### src/rtl/stage_m.sv
// Memory stage: E/M pipeline register, data-memory request/ack handshake, store lane
// replication and load alignment. Build option: STAGE_M_MISALIGN_EN traps misaligned accesses.
module stage_m #(
  parameter int TIMEOUT = 255
) (
  input  logic        clk,
  input  logic        rst,
  input  logic [31:0] ALUResultE,
  input  logic [31:0] WriteDataE,
  input  logic [31:0] PCPlus4E,
  input  logic [4:0]  RdE,
  input  logic [1:0]  ResultSrcE,
  input  logic        RegWriteE,
  input  logic        MemWriteE,
  input  logic        MemSignedE,
  input  logic        armE,
  input  logic [1:0]  MemSizeE,
  output logic [31:0] ALUResultM,
  output logic [31:0] PCPlus4M,
  output logic [4:0]  RdM,
  output logic [1:0]  ResultSrcM,
  output logic        armM,
  output logic        RegWriteM,
  output logic [31:0] DataAdrM,
  output logic [31:0] WriteDataM,
  output logic [3:0]  ByteEnM,
  output logic        MemReqM,
  output logic        MemWeM,
  input  logic        MemAckM,
  input  logic [31:0] ReadDataM,
  output logic [31:0] LoadDataM,
  output logic        StallM,
  output logic        MemErrM
);

  typedef enum logic {IDLE, WAIT} state_t;

  localparam logic [7:0] TIMEOUT_CNT = 8'(TIMEOUT);

  state_t      state;
  logic [7:0]  wait_cnt;
  logic [31:0] write_data_q;
  logic        reg_write_q;
  logic        mem_write_q;
  logic        mem_signed_q;
  logic [1:0]  mem_size_q;

  logic        memop;
  logic        misalign;
  logic        timeout_err;
  logic        is_byte;
  logic        is_half;
  logic        is_word;
  logic [1:0]  addr_lo;
  logic [7:0]  load_byte;
  logic [15:0] load_half;

  // The E/M register freezes while an access is outstanding so the address,
  // data and enables stay stable for the memory.
  always_ff @(posedge clk) begin
    if (rst) begin
      ALUResultM   <= '0;
      PCPlus4M     <= '0;
      RdM          <= '0;
      ResultSrcM   <= '0;
      armM         <= 1'b0;
      write_data_q <= '0;
      reg_write_q  <= 1'b0;
      mem_write_q  <= 1'b0;
      mem_signed_q <= 1'b0;
      mem_size_q   <= '0;
    end else if (!StallM) begin
      ALUResultM   <= ALUResultE;
      PCPlus4M     <= PCPlus4E;
      RdM          <= RdE;
      ResultSrcM   <= ResultSrcE;
      armM         <= armE;
      write_data_q <= WriteDataE;
      reg_write_q  <= RegWriteE;
      mem_write_q  <= MemWriteE;
      mem_signed_q <= MemSignedE;
      mem_size_q   <= MemSizeE;
    end
  end

  // Handshake FSM: IDLE issues the request; WAIT counts unacknowledged cycles.
  always_ff @(posedge clk) begin
    if (rst) begin
      state    <= IDLE;
      wait_cnt <= '0;
    end else begin
      case (state)
        IDLE: begin
          if (MemReqM && !MemAckM) begin
            state    <= WAIT;
            wait_cnt <= 8'd1;
          end
        end
        WAIT: begin
          if (MemAckM || timeout_err) begin
            state    <= IDLE;
            wait_cnt <= '0;
          end else begin
            wait_cnt <= wait_cnt + 8'd1;
          end
        end
        default: begin
          state    <= IDLE;
          wait_cnt <= '0;
        end
      endcase
    end
  end

  assign memop   = mem_write_q | (ResultSrcM == 2'b01);
  assign addr_lo = ALUResultM[1:0];
  assign is_byte = (mem_size_q == 2'b00);
  assign is_half = (mem_size_q == 2'b01);
  assign is_word = mem_size_q[1];

`ifdef STAGE_M_MISALIGN_EN
  assign misalign = memop & ((is_half & addr_lo[0]) | (is_word & (addr_lo != 2'b00)));
`else
  assign misalign = 1'b0;
`endif

  // An ack in the final wait cycle still wins over the timeout.
  assign timeout_err = (state == WAIT) & (wait_cnt == TIMEOUT_CNT) & ~MemAckM;
  assign MemErrM     = timeout_err | misalign;
  assign MemReqM     = (state == WAIT) | (memop & ~misalign);
  assign StallM      = memop & ~MemAckM & ~MemErrM;
  assign RegWriteM   = reg_write_q & ~StallM & ~misalign;
  assign MemWeM      = mem_write_q & MemReqM;
  assign DataAdrM    = {ALUResultM[31:2], 2'b00};

  always_comb begin
    ByteEnM = 4'b0000;
    if (MemReqM) begin
      if (is_byte)      ByteEnM = 4'b0001 << addr_lo;
      else if (is_half) ByteEnM = addr_lo[1] ? 4'b1100 : 4'b0011;
      else              ByteEnM = 4'b1111;
    end
  end

  always_comb begin
    WriteDataM = write_data_q;
    if (is_byte)      WriteDataM = {4{write_data_q[7:0]}};
    else if (is_half) WriteDataM = {2{write_data_q[15:0]}};
  end

  always_comb begin
    case (addr_lo)
      2'd0:    load_byte = ReadDataM[7:0];
      2'd1:    load_byte = ReadDataM[15:8];
      2'd2:    load_byte = ReadDataM[23:16];
      default: load_byte = ReadDataM[31:24];
    endcase
    load_half = addr_lo[1] ? ReadDataM[31:16] : ReadDataM[15:0];
    LoadDataM = ReadDataM;
    if (is_byte)      LoadDataM = {{24{mem_signed_q & load_byte[7]}}, load_byte};
    else if (is_half) LoadDataM = {{16{mem_signed_q & load_half[15]}}, load_half};
    if (MemErrM)      LoadDataM = '0;
  end

endmodule
### config.mk
export PLATFORM = sky130hd
export DESIGN_NAME = stage_m
export DESIGN_NICKNAME = d
export VERILOG_FILES = /design/src/rtl/stage_m.sv
export SDC_FILE = /design/constraint.sdc
export NUM_CORES = 1
export LEC_CHECK = 0
export ABC_AREA = 1
export CORE_UTILIZATION = 36
export DETAILED_ROUTE_END_ITERATION = 7
export PLACE_DENSITY = 0.77
export SYNTH_ARGS = -nofsm -noshare
export SYNTH_HDL_FRONTEND = slang
export SYNTH_SLANG_ARGS = --single-unit
### constraint.sdc
create_clock -name clk -period 1.6 [get_ports clk]
set_input_delay 0.4 -clock clk [delete_from_list [all_inputs] [get_ports clk]]
set_output_delay 0.4 -clock clk [all_outputs]
set_load 0.02 [all_outputs]
### After elaboration in Yosys (flattened, before gate mapping)

Cells that the tools add are included.

| storage, ports and cells | value |
|---|---|
| word-level logic and storage cells | 56 |
| bits in registers | 118 |

| cells by class | value |
|---|---|
| mux-type cells | 17 |
| bitwise gates (word level) | 14 |
| reductions and logical operators | 5 |
| shifts and indexed selects | 1 |
| $add $sub $neg | 1 |
| equal/unequal tests | 6 |

Operators with widths:

| operator | count |
|---|---|
| $mux W32 | 5 |
| $pmux W8 S3 | 1 |
| $mux W16 | 1 |
| $mux W4 | 4 |
| $mux W8 | 2 |
| $pmux W8 S2 | 1 |
| $add A8 B1 Y8 const B | 1 |
| $and A1 B1 Y1 | 8 |
| $eq A8 B8 Y1 const B | 1 |
| $eq A2 B1 Y1 const B | 3 |
| $logic_not A2 Y1 | 2 |
| $not A1 Y1 | 4 |
| $shl A1 B2 Y4 const A | 1 |
| $eq A2 B2 Y1 const B | 1 |
| $mux W1 | 2 |
| $ne A2 B2 Y1 const B | 1 |
| $or A1 B1 Y1 | 2 |
| $pmux W1 S2 | 1 |
| $logic_and A1 B1 Y1 | 1 |
| $logic_not A1 Y1 | 1 |
| $logic_or A1 B1 Y1 | 1 |

### Longest topological paths before layout

Gate-level depths: netlist (run 1).

| logic depth | value |
|---|---|
| depth after elaboration | 7 |
| gate-level depth with buffers | 12 |
| depth with buffers taken out | 9 |

### Worst setup path before layout (run 1)

OpenSTA, ideal clock, no wires.

| path | value |
|---|---|
| path type | register -> output |
| from | register ALUResultM[1] |
| to | output port LoadDataM[21] |
| setup slack | -0.427 ns |
| cell stages (with the launch flop) | 7 |
| buffers on the path | 2 |
| arrival | 1.627 ns |
| cells stage by stage | dfxtp_1 -> buf_4 -> o21ai_0 -> o21ai_2 -> buf_2 -> nand3_1 -> nor2_1 |

| between the ends | value |
|---|---|
| longest elaborated chain between the ends | 5 |
| elaborated cells between the ends (all ways) | 10 |
| those cells by class | eq/ne (2); mux (5); bitwise (2); reduce/logical (1) |

RTL lines:

| element | line | RTL |
|---|---|---|
| start, declared | 18 | `output logic [31:0] ALUResultM,` |
| start signal, assigned | 73 | `ALUResultM <= ALUResultE;` |
| $eq A2 B2 Y1, or another cell as far along | 152 | `case (addr_lo)` |
| $pmux W8 S3 / $and A1 B1 Y1 (equally long branches) | 152, 161 |  |
| $and A1 B1 Y1 / $mux W32 (equally long branches) | 160, 161 |  |
| $mux W32 * | 160 | `if (is_byte) LoadDataM = {{24{mem_signed_q & load_byte[7]}}, load_byte};` |
| $mux W32 * | 162 | `if (MemErrM) LoadDataM = '0;` |
| end, declared | 31 | `output logic [31:0] LoadDataM,` |

Mark *: on every way between the ends. The rest lies on a longest branch, timed or not.

### Worst setup path in the final report (run 1)

| path | value |
|---|---|
| from | input port ReadDataM[31] |
| to | output port LoadDataM[19] |

| between the ends | value |
|---|---|
| longest elaborated chain between the ends | 5 |
| elaborated cells between the ends (all ways) | 7 |
| those cells by class | mux (5); bitwise (2) |

RTL lines:

| element | line | RTL |
|---|---|---|
| start, declared | 30 | `input logic [31:0] ReadDataM,` |
| $mux W16 | 158 | `load_half = addr_lo[1] ? ReadDataM[31:16] : ReadDataM[15:0];` |
| $and A1 B1 Y1 | 161 | `else if (is_half) LoadDataM = {{16{mem_signed_q & load_half[15]}}, load_half};` |
| $mux W32 | 161 |  |
| $mux W32 * | 160 |  |
| $mux W32 * | 162 |  |

Marked as above.

==> impl_results.md, run 1 <==
- CTS tree: yes
- Most frequent cells in the layout: clkdlybuf4s50_1, nor2_1, nor2_2, o21ai_2, dfxtp_1
- Clock Latency Late Sink: 410 ps
- Worst EP required: 1200 ps
- DRC viols: 0
- Sw frac: 35.0%
- Netlist cell types: 27
- Max-cap viol count: 0
- Initial antenna violation count: 1
- Peak VDD IR: 0.000647 V
- Seq/Total Area, Yosys: 38.5%
- RSZ-0062 raised after global routing: yes
- DIE HEIGHT: 133 microns
- Core box area: 16,600 sq um
- Die width: 133 microns
- IO Count: 321
- Mapped Area: 6130 sq um
- Post-route setup slack: -737 ps
- DIE AREA: 17,600 sq um
- Largest stage delay, worst path: 470 ps
- Post-cts hold buffer count: 0
- Pint: 7.76 mW
- Final setup viols: 173
- Final Hold Fails: 0
- GRT overflow: 0
- Routed len/inst: 18.8 microns
- Port Buf Inserts: 318
- F_max: 0.428 GHz
- Crit-path cells: clkdlybuf4s50_1, inv_1, nand2_1, o21ai_2, o21ai_2, buf_6, buf_12, nand3_4, nor2_4, buf_6
- Worst Path Arrival: 1940 ps
- Setup Skew: 11.0 ps
- Row cnt: 47
- Yosys warnings: 0
- PD cells: 945 nW/um^2
- Post-Synthesis Cells: 881
- Tot Pwr: 11.9 mW
- Clock buffer depth: 2
- DR vias: 7,655
- # clock sinks: 118
- Largest net degree at the start of global routing: 63
- Combinational fraction of design power: 39.6%
- First-pass GRT wire length: 39,300 microns
- Antenna cell count: 0
- Layout cells sized above 1: 46.5%
- Syn Area/Cell: 6.96 sq um
- Area grow syn2layout: 106%
- Design Area, Final: 12,600 sq um
- Vias/cell: 5.14
- Initial DRT Pass Iterations: 5
- Antenna Nets Post-Route: 0
- Crit end category: output port
- Initial core utilization: 37.0%
- Startpoint Class: primary input
- CTS HTree Levels: 4
- Slowest CP cell: clkdlybuf4s50_1
- Worst hold path class: flop to flop
- Pins Over Slew Limit: 0
- P_leak: 6.35 nW
- Drt first-iter violations: 375
- Tmin final: 2340 ps
- Routability congestion estimate: 0.946
- Clk slew on worst S/H paths: 50 ps
- Critical path peak fanout: 8
- Failing checks: negative setup slack
- Detailed placer's ending HPWL: 15,200 microns
- Num CTS Buffers: 17
- Final period util: 146%
- Run status: complete, but fails checks
- Area after DPL: 9880 sq um
- Routed WL: 28,000 microns
- Crit path kind: primary input to output port
- Overall Global Routing Usage: 28.4%
- Vias in the first global route: 7,533
- Layout Nets: 1,400
- Root buffer cell: clkbuf_16
- Synthesized flop and latch total: 118
- Clk pwr share: 31.7%
- Flop pwr share: 28.7%
- Commonest non-fill, non-tap cell in the layout: clkdlybuf4s50_1
- P_sw: 4.19 mW
## stage by stage
| stage | instances | hold slack (ps) | setup slack [ps] | utilization (%) | TNS (ps) |
|---|---|---|---|---|---|
| after global routing | 1488 | 524 | -778 | 76.2 | -65170 |
| after detailed placement | 1391 | 495 | -1100 | 59.6 | -111980 |
| after floorplan | 882 | 462 | -213 | - | -5510 |
| after CTS | 1472 | 499 | -678 | 70.0 | -60750 |
| final | 1488 | 499 | -737 | 76.2 | -54680 |
| after global placement | 1391 | 493 | -1070 | 59.6 | -108570 |
## cells in the mapped netlist
library cell,instances,area (sq um)
dfxtp_1,118,2360
or2_2,3,18.8
o21ai_2,2,17.5
buf_6,11,124
nand3_2,1,10.0
nor2_4,2,22.5
ha_1,1,12.5
nand4_1,2,12.5
a21oi_1,14,70.1
xnor2_1,1,8.76
nand3_1,34,170
clkbuf_2,2,10.0
inv_2,2,7.51
conb_1,1,3.75
buf_8,1,15.0
o211ai_1,20,150
buf_2,13,65.1
nor2_1,166,623
nand2_1,125,469
clkinv_1,2,7.51
buf_4,41,308
nor2_2,103,644
inv_1,42,158
o21ai_0,144,721
buf_1,2,7.51
clkbuf_1,24,90.1
nand2_2,4,25.0
## flip-flops by register name, summed over array words and instances, names as in the netlist
signal        count
ALUResultM       32
PCPlus4M         32
RdM               5
ResultSrcM        2
armM              1
mem_signed_q      1
mem_size_q        2
mem_write_q       1
reg_write_q       1
state             1
wait_cnt          8
write_data_q     32
## worst paths after layout
kind | startpoint | cells after the start | slack [ps] | to
max | ReadDataM[31] | 10 | -740 | LoadDataM[19]
min reg2reg | PCPlus4M[31]$_SDFFE_PP0N_ | 2 | 500 | PCPlus4M[31]$_SDFFE_PP0N_
max reg2reg | wait_cnt[0]$_SDFFE_PP0P_ | 13 | -290 | write_data_q[9]$_SDFFE_PP0N_
min | PCPlus4M[31]$_SDFFE_PP0N_ | 2 | 500 | PCPlus4M[31]$_SDFFE_PP0N_
## layout make-up
cell class | count | area [sq um]
repair buffers | 448 | 5080
clock buffers | 18 | 450
clock inverters | 14 | 135
fillers | 1053 | 3940
flip-flops and latches | 118 | 2390
multi-input cells | 624 | 4100
inverters | 46 | 203
well taps | 220 | 275
## kinds of logic after synthesis
group	synth area share, %
simple gates	32.5
fa+ha+maj	0.204
xor+xnor	0.143
compound gates	15.6
flops	38.5
other cells	0.0611
buf+inv	12.9
## worst max-delay path, delay by kind of cell
kind            cells  cell delay (ps)
compound gates      2              300
buf+inv             5              980
simple gates        3              250
## power groups by stage
stage	clock (mW)	sequential (mW)	combinational (mW)
final	3.78	3.43	4.73
after floorplan	0	3.58	1.82
after CTS	3.82	3.37	4.25
after global placement	0	3.41	3.56
after detailed placement	0	3.41	3.60
after global routing	3.94	3.46	4.95
## routing by layer
layer	routed length [microns]	vias up	global-route usage [%]
li1	-	3548	-
met2	14600	398	52.8
met4	1430	2	13.5
met5	11	-	0
met1	10200	3594	31.2
met3	1840	113	4.87
## repair_timing
action                     CTS  global route
setup endpoints to repair  284           251
gates resized for setup    621           340
buffers inserted            36            16
gates cloned                14             8
pin swaps                   22            34
No activity file was read; power rests on OpenSTA's default activity.
==> run 2: changes to the inputs <==
--- a/config.mk
+++ b/config.mk
@@ -7,8 +7,9 @@
 export LEC_CHECK = 0
 export ABC_AREA = 1
 export CORE_UTILIZATION = 36
+export CTS_BUF_LIST = sky130_fd_sc_hd__clkbuf_8
 export DETAILED_ROUTE_END_ITERATION = 7
-export PLACE_DENSITY = 0.77
+export PLACE_DENSITY = 0.74
 export SYNTH_ARGS = -nofsm -noshare
 export SYNTH_HDL_FRONTEND = slang
 export SYNTH_SLANG_ARGS = --single-unit
==> constraint.sdc (replaced) <==
create_clock -name clk -period 2.8 [get_ports clk]
set_input_delay 0.7 -clock clk [delete_from_list [all_inputs] [get_ports clk]]
set_output_delay 0.7 -clock clk [all_outputs]
set_load 0.02 [all_outputs]
==> run 2 against run 1 <==
The run now ends clean. Sequential share of layout area increased by 5.2 points. Clock skew is 0.71 ps higher. Non-clock buffer count fell by 90. Cell count shrank 6.0%. Global-route usage decreased by 5.2 points. Power fell by 55%. Register-to-register slack improved by 800 ps. Die area did not move. Hold slack improved by 3.0 ps. Count of clock-buffer cells in the layout up 1.
==> impl_results.md, run 2 (synthesis gave the netlist of run 1 again) <==
- GRT overflow: 0 (unchanged)
- Metal1 wirelength: 8170 microns (was 10,200 microns)
- Most frequent cells in the layout: clkdlybuf4s50_1, nor2_1, o21ai_0, nand2_1, dfxtp_1 (was clkdlybuf4s50_1, nor2_1, nor2_2, o21ai_2, dfxtp_1)
- First-pass GRT wire length: 32,300 microns (was 39,300 microns)
- Clk slew on worst S/H paths: 70 ps (was 50 ps)
- F_max: 0.367 GHz
- Peak VDD IR: 0.000291 V (was 0.000647 V)
- Initial core utilization: 37.0% (unchanged)
- Slowest CP cell: clkdlybuf4s50_1 (unchanged)
- Largest net degree at the start of global routing: 110 (was 63)
- Tot Pwr: 5.43 mW (was 11.9 mW)
- Final setup viols: 0 (was 173)
- Commonest non-fill, non-tap cell in the layout: clkdlybuf4s50_1 (unchanged)
- Clock Latency Late Sink: 440 ps (was 410 ps)
- Critical path peak fanout: 12 (was 8)
- IO Count: 321 (unchanged)
- Vias in the first global route: 6,263 (was 7,533)
- Routed WL: 20,700 microns (was 28,000 microns)
- Worst EP required: 2100 ps (was 1200 ps)
- FILL cells: 1,588 (was 1,053)
- Root buffer cell: clkbuf_8 (was clkbuf_16)
- Top Registers: ALUResultM: 32 flops, PCPlus4M: 32 flops, write_data_q: 32 flops (unchanged)
- Initial DRT Pass Iterations: 4 (was 5)
- Post-Route Setup TNS: 0 ps (was -54,680 ps)
- Port Buf Inserts: 318 (unchanged)
- Post-route setup slack: 72.6 ps (was -737 ps)
- Detailed placer's ending HPWL: 14,800 microns (was 15,200 microns)
- Crit end category: output port (unchanged)
- Setup Skew: 11.7 ps (was 11.0 ps)
- Max-cap viol count: 0 (unchanged)
- Final period util: 97.4%
- Met2 routed WL: 10,000 microns (was 14,600 microns)
- Met3 Wirelength: 1890 microns (was 1840 microns)
- Num CTS Buffers: 17 (unchanged)
- Worst Path Arrival: 2030 ps (was 1940 ps)
- Tightest Pin Transition: 1150 ps
- Pre-CTS setup slack: -450 ps (was -1100 ps)
- Startpoint Class: primary input (unchanged)
- Layout cells sized above 1: 19.9% (was 46.5%)
- DIE AREA: 17,600 sq um (unchanged)
- Antenna Nets Post-Route: 0 (unchanged)
- Overall Global Routing Usage: 23.2% (was 28.4%)
- Slew headroom: 23.4%
- DR vias: 6,657 (was 7,655)
- Pins Over Slew Limit: 0 (unchanged)
- Drt first-iter violations: 307 (was 375)
- Core box area: 16,600 sq um (unchanged)
- P_leak: 4.34 nW (was 6.35 nW)
- Crit path kind: primary input to output port (unchanged)
- Run status: finished clean (was complete, but fails checks)
- Area grow syn2layout: 59.9% (was 106%)
- Tmin final: 2730 ps
- Vias/cell: 4.76 (was 5.14)
- Largest stage delay, worst path: 460 ps (was 470 ps)
- Initial antenna violation count: 1 (unchanged)
- PD cells: 553 nW/um^2 (was 945 nW/um^2)
- RSZ-0062 raised after global routing: yes (unchanged)
- Post-cts hold buffer count: 0 (unchanged)
- CTS HTree Levels: 4 (unchanged)
- Worst hold path class: flop to flop (unchanged)
- # clock sinks: 118 (unchanged)
- Clock buffer depth: 2 (unchanged)
- Layout Nets: 1,310 (was 1,400)
- Final Hold Fails: 0 (unchanged)
- CTS tree: yes (unchanged)
- DRC viols: 0 (unchanged)
- Final core utilization: 59.1% (was 76.2%)
- Crit-path cells: clkdlybuf4s50_1, inv_1, o211ai_1, o21ai_2, buf_12, nor2_2, buf_6 (was clkdlybuf4s50_1, inv_1, nand2_1, o21ai_2, o21ai_2, buf_6, buf_12, nand3_4, nor2_4, buf_6)
- Die width: 133 microns (unchanged)
- Row cnt: 47 (unchanged)
- DIE HEIGHT: 133 microns (unchanged)
- Routed len/inst: 14.8 microns (was 18.8 microns)
- Top routing layer in use: met4 (was met5)
- Routability congestion estimate: 0.887 (was 0.946)
[run 2: metrics by stage]
step	hold slack [ps]	std cells	area, sq um
CTS	503	1397	9740
detailed placement	493	1362	9320
floorplan	468	882	6140
global route	545	1397	9810
global placement	490	1362	9320
finish	502	1398	9810
[run 2: path summary, 6_finish.rpt]
path / from / end / slack [ps] / cells past startpoint
max reg2reg: wait_cnt[1]$_SDFFE_PP0P_ / write_data_q[19]$_SDFFE_PP0N_ / 510 / 9
min reg2reg: mem_write_q$_SDFFE_PP0N_ / mem_write_q$_SDFFE_PP0N_ / 500 / 2
max: ReadDataM[23] / LoadDataM[12] / 70 / 7
min: mem_write_q$_SDFFE_PP0N_ / mem_write_q$_SDFFE_PP0N_ / 500 / 2
[run 2: layout make-up]
| type | count | area (sq um) | share of cell area (%) |
|---|---|---|---|
| Tap cell | 220 | 275 | 2.81 |
| Multi-Input combinational cell | 624 | 3030 | 30.9 |
| Inverter | 46 | 178 | 1.81 |
| Timing Repair Buffer | 358 | 3530 | 36.0 |
| Antenna cell | 1 | 2.50 | 0.0255 |
| Clock buffer | 19 | 262 | 2.67 |
| Clock inverter | 12 | 161 | 1.65 |
| Sequential cell | 118 | 2370 | 24.2 |
[run 2: repair_timing]
action | in CTS | in global routing
resized for setup | 145 | 61
cloned | 2 | 0
buffers inserted | 2 | 1
pin swaps | 4 | 15
endpoints found under the setup margin | 58 | 49
[run 2: power by group]
| group | total (mW) | internal, mW | switching, mW |
|---|---|---|---|
| clock network | 1.68 | 0.997 | 0.680 |
| logic | 1.83 | 0.839 | 0.992 |
| registers | 1.92 | 1.82 | 0.0968 |
[run 2: metal layers]
| layer | GRT usage [%] | vias up |
|---|---|---|
| li1 | - | 3343 |
| met1 | 26.2 | 2979 |
| met2 | 39.9 | 297 |
| met3 | 7.01 | 38 |
| met4 | 11.2 | 0 |
| met5 | 0 | - |
[run 2: worst max-delay path, delay by kind of cell]
family                 cells  cell delay [ps]
and+or+nand+nor            1              140
buffers and inverters      4              820
AOI/OAI and AO/OA          2              360
==> run 3: changes to the inputs <==
--- a/config.mk
+++ b/config.mk
@@ -8,8 +8,10 @@
 export ABC_AREA = 1
 export CORE_UTILIZATION = 36
 export CTS_BUF_LIST = sky130_fd_sc_hd__clkbuf_8
+export CTS_CLUSTER_DIAMETER = 200
 export DETAILED_ROUTE_END_ITERATION = 7
 export PLACE_DENSITY = 0.74
+export SLEW_MARGIN = 30
 export SYNTH_ARGS = -nofsm -noshare
 export SYNTH_HDL_FRONTEND = slang
 export SYNTH_SLANG_ARGS = --single-unit
==> constraint.sdc (replaced) <==
create_clock -name clk -period 2.51 [get_ports clk]
set_input_delay 0.6275 -clock clk [delete_from_list [all_inputs] [get_ports clk]]
set_output_delay 0.6275 -clock clk [all_outputs]
set_load 0.02 [all_outputs]
==> run 3 against run 2 <==
The run now ends with negative setup slack left. Critical endpoint is now LoadDataM[25]. Routed wire length grew 4.9%. Die area unchanged. Highest routed layer unchanged. Design area is 3.7% higher.
==> impl_results.md, run 3 (synthesis gave the netlist of run 1 again) <==
- Largest stage delay, worst path: 370 ps (was 460 ps)
- Critical path peak fanout: 6 (was 12)
- Worst hold path class: flop to flop (unchanged)
- Combinational fraction of design power: 36.4% (was 33.7%)
- Worst hold slack: 505 ps (was 502 ps)
- Area grow syn2layout: 65.8% (was 59.9%)
- Num CTS Buffers: 17 (unchanged)
- GRT overflow: 0 (unchanged)
- Clk slew on worst S/H paths: 70 ps (about the same)
- Max-cap viol count: 0 (unchanged)
- R2R setup slack: 490 ps (was 510 ps)
- Design Area, Final: 10,200 sq um (was 9810 sq um)
- Post-route setup slack: -17.5 ps (was 72.6 ps)
- CTS tree: yes (unchanged)
- Critical Path Most Common Cell: buf_6
- DR vias: 6,855 (was 6,657)
- Routed len/inst: 15.2 microns (was 14.8 microns)
- F_max: 0.396 GHz
- Pins Over Slew Limit: 0 (unchanged)
- Crit-path cells: buf_6, nor2_4, nand2_2, o211ai_1, o21ai_2, buf_6, buf_6, buf_6, nor2_4, buf_6 (was clkdlybuf4s50_1, inv_1, o211ai_1, o21ai_2, buf_12, nor2_2, buf_6)
- WP buf/inv: 5 (was 4)
- Drt first-iter violations: 299 (was 307)
- CTS HTree Levels: 4 (unchanged)
- Routability congestion estimate: 0.881 (was 0.887)
- Hold path start: mem_write_q$_SDFFE_PP0N_ (unchanged)
- FF-to-FF Start: wait_cnt[0]$_SDFFE_PP0P_ (was wait_cnt[1]$_SDFFE_PP0P_)
- Commonest non-fill, non-tap cell in the layout: clkdlybuf4s50_1 (unchanged)
- P_sw: 2.08 mW (was 1.77 mW)
- Slowest CP cell: dfxtp_4 (was clkdlybuf4s50_1)
- Final period util: 101%
- Worst Reg-to-Reg Cells: 9 (unchanged)
- CP Depth: 10 (was 7)
- Slew headroom: 47.0% (was 23.4%)
- FF-to-FF End: write_data_q[6]$_SDFFE_PP0N_ (was write_data_q[19]$_SDFFE_PP0N_)
- Layout Nets: 1,340 (was 1,310)
- Top Registers: ALUResultM: 32 flops, PCPlus4M: 32 flops, write_data_q: 32 flops (unchanged)
- Crit end category: output port (unchanged)
- Hold EP: mem_write_q$_SDFFE_PP0N_ (unchanged)
- Worst Hold Depth: 2 (unchanged)
- Overall Global Routing Usage: 23.9% (was 23.2%)
- Vias/cell: 4.80 (was 4.76)
- Peak VDD IR: 0.000297 V (was 0.000291 V)
- Port Buf Inserts: 318 (unchanged)
- Startpoint Class: flop (was primary input)
- Largest net degree at the start of global routing: 110 (unchanged)
- Initial DRT Pass Iterations: 5 (was 4)
- Routed WL: 21,700 microns (was 20,700 microns)
- Vias in the first global route: 6,420 (was 6,263)
- Worst Path Arrival: 1900 ps (was 2030 ps)
- DIE AREA: 17,600 sq um (unchanged)
- Clk pwr share: 28.3% (was 30.9%)
- Antenna Nets Post-Route: 0 (unchanged)
- Die width: 133 microns (unchanged)
- Area after DPL: 9380 sq um (was 9320 sq um)
- Worst EP required: 1880 ps (was 2100 ps)
- RSZ-0062 raised after global routing: yes (unchanged)
- Run status: complete, but fails checks (was finished clean)
- DRC viols: 0 (unchanged)
- Detailed placer's ending HPWL: 15,000 microns (was 14,800 microns)
- Initial antenna violation count: 1 (unchanged)
- Most frequent cells in the layout: clkdlybuf4s50_1, nor2_1, o21ai_0, nand2_1, dfxtp_1 (unchanged)
- Crit path kind: flop to output port (was primary input to output port)
- Final Hold Fails: 0 (unchanged)
- Core box area: 16,600 sq um (unchanged)
- PD cells: 597 nW/um^2 (was 553 nW/um^2)
- Clock buffer depth: 2 (unchanged)
- IO Count: 321 (unchanged)
- Row cnt: 47 (unchanged)
- # clock sinks: 118 (unchanged)
- Layout cells sized above 1: 25.9% (was 19.9%)
- Tot Pwr: 6.07 mW (was 5.43 mW)
- First-pass GRT wire length: 33,400 microns (was 32,300 microns)
- Setup Skew: 13.5 ps (was 11.7 ps)
- Clock Latency Late Sink: 430 ps (was 440 ps)
- Flop pwr share: 35.2% (was 35.4%)
- Initial core utilization: 37.0% (unchanged)
- Failing checks: negative setup slack
- P_leak: 4.39 nW (was 4.34 nW)
- Final core utilization: 61.3% (was 59.1%)
- Tmin final: 2530 ps
- Root buffer cell: clkbuf_8 (unchanged)
- Final setup viols: 2 (was 0)
- Pint: 3.99 mW (was 3.66 mW)
- Largest delay share family, worst path: buffers and inverters (unchanged)
- Tightest Pin Transition: 794 ps (was 1150 ps)
- DIE HEIGHT: 133 microns (unchanged)
- Sw frac: 34.3% (was 32.6%)
-- run 3: cell types whose count changed in the layout (fill, tap and decap cells not counted), moves of 8 or more --
cell            change
buf_4              +27
nor2_4             +11
nand3_1             -9
dlymetal6s2s_1     -11
inv_1               -9
o21ai_0             -9
nand3_2             +8
nor2_1              -8
buf_6              +19
-- run 3: through the flow --
stage	setup WS (ps)	TNS [ps]	std cells
3_3_place_gp	-567	-27540	1370
3_5_place_dp	-586	-30610	1370
6_report	-17.5	-20.4	1428
4_1_cts	-138	-1010	1420
2_1_floorplan	245	0	882
5_1_grt	-126	-1670	1427
-- run 3: routing by layer --
metal	GRT usage [%]	vias up	wire, microns
met5	0	-	0
met4	8.94	0	325
met3	6.70	24	1850
met2	41.6	304	10800
met1	27.8	3125	8690
li1	-	3402	-
-- run 3: layout make-up --
cell class              count  area (sq um)
flip-flops and latches    118          2380
multi-input cells         624          3190
diodes                      1          2.50
inverters                  46           185
clock inverters            12           128
clock buffers              19           262
repair buffers            388          3740
well taps                 220           275
fillers                  1536          6410
-- run 3: power by group through the flow --
stage | sequential [mW] | combinational, mW | clock, mW
final | 2.14 | 2.21 | 1.72
after CTS | 2.14 | 2.08 | 1.77
after detailed placement | 2.17 | 2.12 | 0
after global placement | 2.17 | 2.11 | 0
after global routing | 2.16 | 2.36 | 1.86
after floorplan | 2.28 | 0.994 | 0
-- run 3: worst max-delay path by stage --
| stage | start | to | slack [ps] |
|---|---|---|---|
| 2_1_floorplan | ReadDataM[31] | LoadDataM[21] | 240 |
| 3_5_place_dp | ReadDataM[15] | LoadDataM[22] | -590 |
| 5_1_grt | ALUResultM[1]$_SDFFE_PP0N_ | LoadDataM[25] | -130 |
| 6_report | ALUResultM[1]$_SDFFE_PP0N_ | LoadDataM[25] | -20 |
| 4_1_cts | wait_cnt[1]$_SDFFE_PP0P_ | LoadDataM[31] | -140 |
| 3_3_place_gp | ReadDataM[15] | LoadDataM[22] | -570 |
-- run 3: what timing repair did --
item,4_1_cts,5_1_grt
setup buffers,15,8
pin swaps,20,15
gates cloned,4,1
endpoints found under the setup margin,64,52
hold buffers,0,0
resized for setup,257,89
-- run 3: tightest hold or removal path, delay by kind of cell (launching register included) --
| family | cells | cell delay [ps] |
|---|---|---|
| flip-flops | 1 | 320 |
| AND/OR/NAND/NOR | 1 | 80 |
| AO/OA/AOI/OAI | 1 | 60 |
